### src/rtl/fpu_req_driver.sv
// Generic synchronous FIFO used for request and response buffering.
// Latency: a write is visible at the read port the cycle after the push.
// Backpressure: writes while full and reads while empty are ignored; clr empties it.
module fifo #(
  parameter int W     = 8,
  parameter int DEPTH = 4,
  localparam int AW   = (DEPTH > 1) ? $clog2(DEPTH) : 1,
  localparam int CW   = $clog2(DEPTH + 1)
) (
  input  logic          clk,
  input  logic          rst,
  input  logic          clr,
  input  logic          wr_vld,
  input  logic [W-1:0]  wr_dat,
  input  logic          rd_rdy,
  output logic [W-1:0]  rd_dat,
  output logic [CW-1:0] cnt
);
  logic [W-1:0]  mem [DEPTH];
  logic [AW-1:0] wr_ptr;
  logic [AW-1:0] rd_ptr;
  logic          do_wr;
  logic          do_rd;

  assign do_wr  = wr_vld && (cnt != CW'(DEPTH));
  assign do_rd  = rd_rdy && (cnt != '0);
  assign rd_dat = mem[rd_ptr];

  function automatic logic [AW-1:0] bump(input logic [AW-1:0] p);
    return (p == AW'(DEPTH - 1)) ? '0 : p + AW'(1);
  endfunction

  always_ff @(posedge clk) begin
    if (rst || clr) begin
      wr_ptr <= '0;
      rd_ptr <= '0;
      cnt    <= '0;
    end else begin
      if (do_wr) wr_ptr <= bump(wr_ptr);
      if (do_rd) rd_ptr <= bump(rd_ptr);
      if (do_wr && !do_rd)      cnt <= cnt + CW'(1);
      else if (do_rd && !do_wr) cnt <= cnt - CW'(1);
    end
  end

  always_ff @(posedge clk) begin
    if (do_wr) mem[wr_ptr] <= wr_dat;
  end
endmodule

// Initiator-side driver: queues operand triples, issues them tagged to an fpnew-style unit, buffers results.
// Latency: issue the cycle after request accept; rsp_valid the cycle after result capture.
// Backpressure: req_ready drops when the queue is full; issue stalls when credits (in flight + buffered) run out.
module fpu_req_driver #(
  parameter int WIDTH   = 32,
  parameter int OPW     = 4,
  parameter int TAGW    = 3,
  parameter int DEPTH   = 4,
  parameter int MAX_OUT = 4
) (
  input  logic             clk,
  input  logic             rst,
  input  logic             flush,
  input  logic             req_valid,
  output logic             req_ready,
  input  logic [WIDTH-1:0] req_a,
  input  logic [WIDTH-1:0] req_b,
  input  logic [WIDTH-1:0] req_c,
  input  logic [OPW-1:0]   req_op,
  output logic             fpu_in_valid,
  input  logic             fpu_in_ready,
  output logic [WIDTH-1:0] fpu_a,
  output logic [WIDTH-1:0] fpu_b,
  output logic [WIDTH-1:0] fpu_c,
  output logic [OPW-1:0]   fpu_op,
  output logic [TAGW-1:0]  fpu_tag,
  input  logic             fpu_out_valid,
  output logic             fpu_out_ready,
  input  logic [WIDTH-1:0] fpu_result,
  input  logic [4:0]       fpu_status,
  input  logic [TAGW-1:0]  fpu_tag_o,
  output logic             rsp_valid,
  input  logic             rsp_ready,
  output logic [WIDTH-1:0] rsp_data,
  output logic [4:0]       rsp_status,
  output logic [TAGW-1:0]  rsp_tag,
  output logic             busy,
  output logic             tag_err,
  output logic [1:0]       state
);
  localparam int QCW = $clog2(DEPTH + 1);
  localparam int CCW = $clog2(MAX_OUT + 1);

  typedef enum logic [1:0] {IDLE = 2'd0, RUN = 2'd1, DRAIN = 2'd2} state_t;

  typedef struct packed {
    logic [WIDTH-1:0] a;
    logic [WIDTH-1:0] b;
    logic [WIDTH-1:0] c;
    logic [OPW-1:0]   op;
  } req_t;

  typedef struct packed {
    logic [WIDTH-1:0] data;
    logic [4:0]       status;
    logic [TAGW-1:0]  tag;
  } rsp_t;

  state_t          st;
  req_t            q_wr_dat;
  req_t            q_head;
  logic [QCW-1:0]  q_cnt;
  logic            q_vld;
  rsp_t            r_wr_dat;
  rsp_t            r_head;
  logic [CCW-1:0]  r_cnt;
  logic [CCW-1:0]  credits;
  logic [TAGW-1:0] issue_tag;
  logic [TAGW-1:0] exp_tag;
  logic            issue;
  logic            cap;
  logic            cap_trk;
  logic            cap_keep;
  logic            cap_drop;
  logic            rsp_pop;
  int              cred_nxt;

  assign q_wr_dat = '{a: req_a, b: req_b, c: req_c, op: req_op};
  assign q_vld    = (q_cnt != '0);
  assign req_ready = (q_cnt != QCW'(DEPTH));

  // Requests arriving alongside a flush are dropped with the rest of the queue.
  fifo #(.W($bits(req_t)), .DEPTH(DEPTH)) u_req_q (
    .clk    (clk),
    .rst    (rst),
    .clr    (flush),
    .wr_vld (req_valid && !flush),
    .wr_dat (q_wr_dat),
    .rd_rdy (issue),
    .rd_dat (q_head),
    .cnt    (q_cnt)
  );

  assign fpu_in_valid = q_vld && (credits != '0) && (st != DRAIN);
  assign issue        = fpu_in_valid && fpu_in_ready;
  assign fpu_a        = q_head.a;
  assign fpu_b        = q_head.b;
  assign fpu_c        = q_head.c;
  assign fpu_op       = q_head.op;
  assign fpu_tag      = issue_tag;

  // Results are always accepted; credits reserve the response-FIFO slot ahead of time.
  assign fpu_out_ready = 1'b1;
  assign cap           = fpu_out_valid && fpu_out_ready;
  assign cap_trk       = cap && (st != IDLE);
  assign cap_keep      = cap && (st == RUN) && !flush;
  assign cap_drop      = cap && ((st == DRAIN) || ((st == RUN) && flush));

  assign r_wr_dat = '{data: fpu_result, status: fpu_status, tag: fpu_tag_o};

  fifo #(.W($bits(rsp_t)), .DEPTH(MAX_OUT)) u_rsp_q (
    .clk    (clk),
    .rst    (rst),
    .clr    (flush),
    .wr_vld (cap_keep),
    .wr_dat (r_wr_dat),
    .rd_rdy (rsp_ready),
    .rd_dat (r_head),
    .cnt    (r_cnt)
  );

  assign rsp_valid  = (r_cnt != '0);
  assign rsp_pop    = rsp_valid && rsp_ready;
  assign rsp_data   = r_head.data;
  assign rsp_status = r_head.status;
  assign rsp_tag    = r_head.tag;

  // On flush every buffered response returns its credit, including one popped that same cycle.
  always_comb begin
    cred_nxt = int'(credits) - int'(issue) + int'(cap_drop);
    if (flush) cred_nxt = cred_nxt + int'(r_cnt);
    else       cred_nxt = cred_nxt + int'(rsp_pop);
    if (cred_nxt > MAX_OUT) cred_nxt = MAX_OUT;
    if (cred_nxt < 0)       cred_nxt = 0;
  end

  always_ff @(posedge clk) begin
    if (rst) begin
      credits   <= CCW'(MAX_OUT);
      issue_tag <= '0;
      exp_tag   <= '0;
      tag_err   <= 1'b0;
    end else begin
      credits <= CCW'(cred_nxt);
      if (issue) issue_tag <= issue_tag + TAGW'(1);
      if (cap_trk) begin
        exp_tag <= exp_tag + TAGW'(1);
        if (fpu_tag_o != exp_tag) tag_err <= 1'b1;
      end
    end
  end

  always_ff @(posedge clk) begin
    if (rst) begin
      st   <= IDLE;
      busy <= 1'b0;
    end else if (flush) begin
      st   <= DRAIN;
      busy <= 1'b1;
    end else begin
      case (st)
        IDLE: if (q_vld) begin
          st   <= RUN;
          busy <= 1'b1;
        end
        RUN: if (!q_vld && (credits == CCW'(MAX_OUT))) begin
          st   <= IDLE;
          busy <= 1'b0;
        end
        DRAIN: if (credits == CCW'(MAX_OUT)) begin
          st   <= IDLE;
          busy <= 1'b0;
        end
        default: begin
          st   <= IDLE;
          busy <= 1'b0;
        end
      endcase
    end
  end

  assign state = st;
endmodule
### config.mk
export PLATFORM = sky130hd
export DESIGN_NAME = fpu_req_driver
export DESIGN_NICKNAME = d
export VERILOG_FILES = /design/src/rtl/fpu_req_driver.sv
export SDC_FILE = /design/constraint.sdc
export NUM_CORES = 1
export LEC_CHECK = 0
export ABC_AREA = 1
export ABC_CLOCK_PERIOD_IN_PS = 11400
export CAP_MARGIN = 20
export CORE_UTILIZATION = 50
export CTS_CLUSTER_DIAMETER = 30
export DETAILED_ROUTE_END_ITERATION = 10
export PLACE_DENSITY = 0.73
export SYNTH_ARGS = -nofsm -noshare
export SYNTH_HDL_FRONTEND = slang
export SYNTH_SLANG_ARGS = --single-unit
### constraint.sdc
create_clock -name clk -period 11.4 [get_ports clk]
set_input_delay 2.28 -clock clk [delete_from_list [all_inputs] [get_ports clk]]
set_output_delay 2.28 -clock clk [all_outputs]
set_load 0.01 [all_outputs]
==> metrics.csv, run 1 <==
metric,value,unit
status,completed,
CP bufs+invs,3,
Mean Syn Cell Area,14.0,um^2
GPL Wtd Cong,0.825,
routed length on met1,22.2,mm
final hold vios,0,
clk_skew,0.0176,ns
"EDFF count, synth",560,
critical path's most frequent cell,buf_4,
DP HPWL,30.4,mm
PortBufs,296,
"Slew Viols, Final",0,
setup repair bufs after CTS,0,
fmax,163,MHz
CP Capture Type,output port,
# DRC,0,
Min Hold Slack,0.455,ns
Core ar.,44300,um^2
GR Overflow Total,0,
"Design Area, Final",29700,um^2
"wirelength, routed",55.0,mm
worst min-delay path class,reg2reg,
Die Height,214,um
Pwr Density,198,nW/um^2
Final Cycle Share,0.540,
synth unique cells,37,
top post-synthesis cells by count,"560 x edfxtp_1, 310 x nor2_1, 151 x o21ai_1",
Max-Cap Viols,0,
clock-pin slew on the worst setup and hold paths,0.05,ns
PostCTS Resize Cnt,0,
Crit path largest cell delay,0.79,ns
drt wl/cell,20.8,um
crit path cell chain,buf_4 > buf_4 > o21ai_0 > o22ai_1 > clkdlybuf4s50_1,
largest buffer count on any clock path,3,
fin crit period,6.15,ns
min setup slack post-route,5.25,ns
sequential area share after synthesis,0.773,
Vias,14600,
Final TNS setup,0,ns
ys flop type,edfxtp_1,
crit path launch type,flop,
antenna violations before repair,11,
global-route wire length before repair,84.0,mm
CTS root buffer,clkbuf_16,
fin nets,2116,
# IOs,298,
DR iter-0 viols,1214,
Die W,214,um
row count,77,
CTS Hold Buffers Added,0,
ys async rst share,0,
GRT Util Overall,0.239,
"Slowest-stage cell, CP",buf_4,
WL met3,4.27,mm
placed cell area,26000,um^2
post-synth top area share,0.746,
syn_nets,1780,
met2 wire length,26.8,mm
# fillers,3025,
DR top layer,met5,
Routed Antenna Nets,0,
P_leak,10.2,nW
RSZ-0062 raised after global routing,no,
Slew headroom,0.240,
initial core utilization,0.509,
Inserted Clock Buffers,111,
Layout area overhead,31.8,%
largest net degree at the start of global routing,128,
critical path peak fanout,99,
Mapped Cells,1609,
Least-Margin Pin Slew,1.14,ns
Yosys top cell by area,edfxtp_1,
vias in the first global route,14700,
crit-path leading delay family,buffers and inverters,
count of final setup violators,0,
clk sinks,591,
CP arrival,3.87,ns
Peak VDD IR,0.159,mV
CTS tree,yes,
vias per cell,5.53,
TritonRoute pass-1 iters,5,
share of cells above drive strength 1,0.121,
Ys Warns,0,
H-tree depth,3,
mapped cell area,22500,um^2
later-pin clock latency in the skew report,0.64,ns
"count leader, synth",edfxtp_1,
kind of critical path,reg2out,
dominant cells by area after synthesis,"edfxtp_1 75%, nor2_1 5.2%, o22ai_1 3.9%",
full die area,45900,um^2
setup slack at placement,5.90,ns
#FFs+latches synth,591,
Worst EP required,9.12,ns
[state kept, by name, indices dropped and copies added, names as in the netlist, named ones only]
signal          flops
tag_err             1
state               2
u_rsp_q.mem       160
u_rsp_q.cnt         3
u_req_q.mem       400
u_req_q.cnt         3
u_rsp_q.wr_ptr      2
u_req_q.wr_ptr      2
credits             3
u_req_q.rd_ptr      2
exp_tag             3
busy                1
u_rsp_q.rd_ptr      2
fpu_tag             3
[logic make-up after synthesis]
logic type / after synthesis / share of synthesized area
flip-flops: 591 / 0.773
AO/OA/AOI/OAI: 459 / 0.111
AND/OR/NAND/NOR: 380 / 0.0696
buffers and inverters: 146 / 0.0285
adder cells (fa/ha/maj): 24 / 0.0143
XOR/XNOR: 8 / 0.00311
other: 1 / 0.000166
[metrics by stage]
| stage | power, mW | instances | utilization |
|---|---|---|---|
| 2_1_floorplan | 2.62 | 1609 | - |
| 3_3_place_gp | 2.79 | 2424 | 0.587 |
| 3_5_place_dp | 2.80 | 2424 | 0.587 |
| 4_1_cts | 5.93 | 2631 | 0.670 |
| 5_1_grt | 6.06 | 2638 | 0.670 |
| 6_report | 5.89 | 2641 | 0.670 |
[path summary, 6_finish.rpt]
kind	start	endpoint	slack, ns	cells after the start
worst max-delay path	flop	fpu_b[31]	5.25	5
worst min register to register	tag_err	tag_err	0.45	2
worst max register to register	state[1]	credits[2]	8.38	15
worst min-delay path	tag_err	tag_err	0.45	2
[per-layer routing]
metal | global-route usage | up-vias
met2 | 0.383 | 531
met1 | 0.302 | 7246
met3 | 0.0739 | 103
met5 | 0 | -
li1 | - | 6717
met4 | 0.102 | 4
[cells in the final DEF, fill, tap and decap left out, types with 4 or more instances in the layout]
cell type and count:
a21oi_1 18, buf_4 19, bufinv_16 11, clkbuf_1 13
clkbuf_16 113, clkdlybuf4s50_1 296, clkinv_1 20, clkinv_2 25
clkinv_4 11, clkinvlp_4 7, dfxtp_1 27, diode_2 10
edfxtp_1 560, ha_1 21, inv_1 37, inv_2 15
inv_6 6, nand2_1 35, nand2_2 8, nand3_1 9
nand3_2 4, nor2_1 302, nor2_4 9, o21ai_0 143
o21ai_1 151, o22ai_1 140, xor2_1 7
[cell type report]
class / count / area [um^2] / share of cell area
timing repair buffer: 315 / 3110 / 0.105
clock inverter: 81 / 785 / 0.0264
antenna: 10 / 25.0 / 0.000842
multi-input combinational: 872 / 4530 / 0.152
tap: 592 / 741 / 0.0249
sequential: 591 / 17400 / 0.587
clock buffer: 126 / 2880 / 0.0968
inverter: 54 / 209 / 0.00703
[tightest hold or removal path, cell delays in order (launching register included)]
cell and delay (ns):
dfxtp_1 0.30, inv_1 0.05, a21oi_1 0.06
[power by group]
group	internal (mW)	leakage (nW)	switching (mW)
Sequential	2.42	5.32	0.0134
Combinational	0.154	3.14	0.180
Clock	2.05	1.79	1.07
Total	4.63	10.2	1.26
No activity file was read; power rests on OpenSTA's default activity.
==> run 2, diff against run 1 <==
- ABC_CLOCK_PERIOD_IN_PS: 11400 -> 6400
- clock period: 11.4 -> 6.4 ns (I/O delays scaled with it)
==> metrics.csv, run 2 (synthesis gave the netlist of run 1 again) <==
metric,value,unit,change
Inserted Clock Buffers,110,,-0.90%
Worst EP required,5.12,ns,-4.00 ns
clk sinks,591,,unchanged
full die area,45900,um^2,unchanged
max FFs per register,400,,unchanged
fmax,205,MHz,
Reg with most FFs,u_req_q.mem,,
GR Overflow Total,0,,unchanged
Vias,14600,,+0.055%
initial core utilization,0.509,,unchanged
H-tree depth,3,,unchanged
CTS Hold Buffers Added,0,,unchanged
later-pin clock latency in the skew report,0.65,ns,about the same
final hold vios,0,,unchanged
drt wl/cell,20.5,um,-1.4%
"commonest non-fill, non-tap cells in the layout","560 x edfxtp_1, 302 x nor2_1, 296 x clkdlybuf4s50_1",,
P_leak,10.3,nW,+0.65%
Final Non-Filler Cells,2634,,-0.27%
DR iter-0 viols,1123,,-7.5%
crit path launch type,flop,,
"Design Area, Final",29900,um^2,+0.56%
antenna violations before repair,9,,-2
"Slew Viols, Final",0,,unchanged
kind of critical path,reg2out,,
Core ar.,44300,um^2,unchanged
status,completed,,
GRT Util Overall,0.235,,-0.00435
CTS root buffer,clkbuf_16,,
Pwr Density,357,nW/um^2,+80%
Final Cycle Share,0.763,,
share of cells above drive strength 1,0.127,,+0.00601
critical path peak fanout,133,,+34%
fin nets,2112,,-0.19%
# fillers,3033,,+0.26%
row count,77,,unchanged
placed cell area,26100,um^2,+0.12%
TritonRoute pass-1 iters,5,,unchanged
setup repair bufs after CTS,0,,unchanged
vias per cell,5.55,,+0.32%
worst min-delay path class,reg2reg,,
Die Height,214,um,unchanged
clock-pin slew on the worst setup and hold paths,0.05,ns,about the same
CP arrival,3.60,ns,-0.27 ns
reg2reg setup slack,3.36,ns,-5.02 ns
PostCTS Resize Cnt,0,,unchanged
"wirelength, routed",54.1,mm,-1.7%
Max-Cap Viols,0,,unchanged
global-route wire length before repair,82.7,mm,-1.6%
Slew headroom,0.272,,+0.0320
Least-Margin Pin Slew,1.09,ns,-0.0480 ns
Final TNS setup,0,ns,unchanged
GPL Wtd Cong,0.823,,-0.25%
Tot Pwr,10.7,mW,+81%
largest buffer count on any clock path,3,,unchanged
largest net degree at the start of global routing,134,,+4.7%
Inst Count DP,2420,,-0.17%
biggest regs,"u_req_q.mem x400, u_rsp_q.mem x160",,
DP HPWL,30.0,mm,-1.5%
fin crit period,4.88,ns,
Die W,214,um,unchanged
PortBufs,296,,unchanged
count of final setup violators,0,,unchanged
"commonest non-fill, non-tap cell in the layout",edfxtp_1,,
CTS tree,yes,,
Routed Antenna Nets,0,,unchanged
clk_skew,0.0171,ns,-0.000545 ns
Layout area overhead,32.5,%,
# IOs,298,,unchanged
# DRC,0,,unchanged
RSZ-0062 raised after global routing,no,,
vias in the first global route,14800,,+1.0%
CP Capture Type,output port,,
Peak VDD IR,0.291,mV,+82%
[run 2: path summary, 6_finish.rpt]
kind / cells after the start / start / end
worst max register to register: 16 / u_req_q.cnt[2] / credits[2]
worst min-delay path: 2 / exp_tag[2] / exp_tag[2]
worst min register to register: 2 / exp_tag[2] / exp_tag[2]
worst max-delay path: 5 / flop / fpu_c[26]
[run 2: worst max-delay path: stages (launching register included)]
cell             delay (ns)
dfxtp_4                0.63
inv_6                  0.89
buf_12                 0.39
nor2_1                 0.08
o22ai_1                0.25
clkdlybuf4s50_1        0.58
[run 2: layout make-up]
| class | instances | area (um^2) | share of cell area |
|---|---|---|---|
| Inverter | 54 | 209 | 0.00699 |
| Sequential cell | 591 | 17400 | 0.584 |
| Clock buffer | 124 | 2890 | 0.0966 |
| Clock inverter | 84 | 891 | 0.0298 |
| Tap cell | 592 | 741 | 0.0248 |
| Antenna cell | 5 | 12.5 | 0.000419 |
| Timing Repair Buffer | 312 | 3170 | 0.106 |
| Multi-Input combinational cell | 872 | 4530 | 0.152 |
[run 2: per-stage QoR]
step | hold slack, ns | utilization | worst slack, ns
final | 0.476 | 0.674 | 1.52
after detailed placement | 0.467 | 0.588 | 1.98
after global placement | 0.436 | 0.588 | 2.05
after CTS | 0.482 | 0.673 | 1.26
after global routing | 0.507 | 0.674 | 1.32
after floorplan | 0.446 | - | 0.00420
[run 2: per-layer routing]
metal	routed length [um]	vias up	global-route usage
met5	54	-	0
met4	1640	8	0.109
met3	4770	111	0.0701
met2	26500	589	0.378
met1	21100	7186	0.293
li1	-	6715	-
[run 2: power breakdown]
group          internal, mW  total (mW)  switching [mW]
Combinational         0.277       0.593           0.316
Clock                  3.76        5.73            1.98
Sequential             4.31        4.34          0.0281
==> run 3, diff against run 2 <==
- ABC_CLOCK_PERIOD_IN_PS: 6400 -> 4630
- clock period: 6.4 -> 4.63 ns (I/O delays scaled with it)
==> metrics.csv, run 3 (synthesis gave the netlist of run 1 again) <==
metric,value,unit,change
Seq pwr share,0.397,,-0.010
full die area,45900,um^2,unchanged
DR iter-0 viols,1106,,-1.5%
Sw Share,0.208,,-0.0101
Crit path largest cell delay,0.65,ns,-0.24 ns
DP HPWL,30.6,mm,+2.3%
row count,77,,unchanged
largest net degree at the start of global routing,201,,+50%
initial core utilization,0.509,,unchanged
# IOs,298,,unchanged
crit path launch type,flop,,
"commonest non-fill, non-tap cells in the layout","560 x edfxtp_1, 302 x nor2_1, 296 x clkdlybuf4s50_1",,
Reg with most FFs,u_req_q.mem,,
GR Overflow Total,0,,unchanged
count of final setup violators,0,,unchanged
H-tree depth,3,,unchanged
crit path cell chain,buf_4 > o21ai_0 > o22ai_1 > clkdlybuf4s50_1,,
Die Height,214,um,unchanged
fin nets,2125,,+0.62%
Core ar.,44300,um^2,unchanged
area of the multi-input gates,4530,um^2,unchanged
sequential cell area,17400,um^2,about the same
Slew headroom,0.415,,+0.143
CTS tree,yes,,
Least-Margin Pin Slew,0.878,ns,-0.214 ns
Final Cycle Share,0.820,,
clk_skew,0.0386,ns,+0.0215 ns
biggest regs,"u_req_q.mem x400, u_rsp_q.mem x160",,
PostCTS Resize Cnt,0,,unchanged
P_int,12.0,mW,+43%
"wirelength, routed",53.9,mm,-0.37%
CP arrival,2.87,ns,-0.73 ns
placed cell area,26200,um^2,+0.65%
RSZ-0062 raised after global routing,no,,
Psw,3.13,mW,+35%
status,completed,,
final hold vios,0,,unchanged
later-pin clock latency in the skew report,0.66,ns,about the same
# fillers,2961,,-2.4%
setup slack at placement,0.853,ns,-1.12 ns
vias per cell,5.47,,-1.4%
"Design Area, Final",30200,um^2,+0.96%
"Slew Viols, Final",0,,unchanged
Final TNS setup,0,ns,unchanged
# DRC,0,,unchanged
max FFs per register,400,,unchanged
clock network power share,0.548,,+0.010
critical path peak fanout,42,,-68%
Inserted Clock Buffers,110,,unchanged
crit-path leading delay family,buffers and inverters,,
min setup slack post-route,0.832,ns,-0.683 ns
Routed Antenna Nets,0,,unchanged
TritonRoute pass-1 iters,5,,unchanged
GPL Wtd Cong,0.828,,+0.55%
setup repair bufs after CTS,0,,unchanged
CTS Hold Buffers Added,0,,unchanged
PortBufs,296,,unchanged
vias in the first global route,14700,,-0.75%
worst min-delay path class,reg2reg,,
Vias,14500,,-1.0%
clock-pin slew on the worst setup and hold paths,0.04,ns,about the same
CP Capture Type,output port,,
share of cells above drive strength 1,0.129,,+0.00195
Tot Pwr,15.1,mW,+42%
Pwr Density,501,nW/um^2,+40%
kind of critical path,reg2out,,
Die W,214,um,unchanged
Layout area overhead,33.8,%,
largest buffer count on any clock path,3,,unchanged
Peak VDD IR,0.434,mV,+49%
CP bufs+invs,2,,-1
global-route wire length before repair,81.8,mm,-1.1%
P_leak,10.4,nW,+0.96%
drt wl/cell,20.4,um,-0.71%
"Slowest-stage cell, CP",clkdlybuf4s50_1,,
clk sinks,591,,unchanged
Max-Cap Viols,0,,unchanged
fin crit period,3.80,ns,
"commonest non-fill, non-tap cell in the layout",edfxtp_1,,
Comb pwr share,0.055,,about the same
Worst EP required,3.70,ns,-1.42 ns
fmax,263,MHz,
CTS root buffer,clkbuf_16,,
antenna violations before repair,13,,+4
GRT Util Overall,0.233,,-0.00170
run 3: final timing paths:
check,startpoint,to,slack [ns],depth (start not counted)
worst max-delay path,flop,fpu_c[7],0.83,4
worst min-delay path,tag_err,tag_err,0.45,2
worst min register to register,tag_err,tag_err,0.45,2
worst max register to register,u_req_q.cnt[2],credits[2],1.65,16
run 3: through the flow:
| step | utilization | hold slack [ns] | std cells |
|---|---|---|---|
| finish | 0.681 | 0.448 | 2643 |
| global route | 0.681 | 0.472 | 2641 |
| CTS | 0.680 | 0.452 | 2637 |
| detailed placement | 0.592 | 0.445 | 2434 |
| global placement | 0.592 | 0.438 | 2434 |
| floorplan | - | 0.446 | 1609 |
run 3: layout make-up:
type / instances / share of cell area
flip-flops and latches: 591 / 0.578
multi-input cells: 872 / 0.150
repair buffers: 325 / 0.110
clock buffers: 115 / 0.0933
clock inverters: 88 / 0.0367
well taps: 592 / 0.0246
inverters: 54 / 0.00693
diodes: 6 / 0.000498
run 3: metal layers:
| layer | GRT usage | share of wire | up-vias |
|---|---|---|---|
| li1 | - | - | 6730 |
| met1 | 0.285 | 0.39 | 7081 |
| met2 | 0.373 | 0.48 | 521 |
| met3 | 0.0855 | 0.090 | 115 |
| met4 | 0.100 | 0.030 | 14 |
| met5 | 0 | 0.0016 | - |
run 3: power by group through the flow:
stage          Sequential, mW  Combinational (mW)  Clock, mW
6_report                 5.99               0.831       8.28
5_1_grt                  5.99               0.899       8.63
4_1_cts                  5.99               0.835       8.38
3_5_place_dp             6.08               0.824          0
3_3_place_gp             6.08               0.805          0
2_1_floorplan            6.09               0.353          0
run 3: tightest hold or removal path, stage by stage (launching register included):
cell and delay [ns]:
dfxtp_1 0.30, inv_1 0.05, a21oi_1 0.05
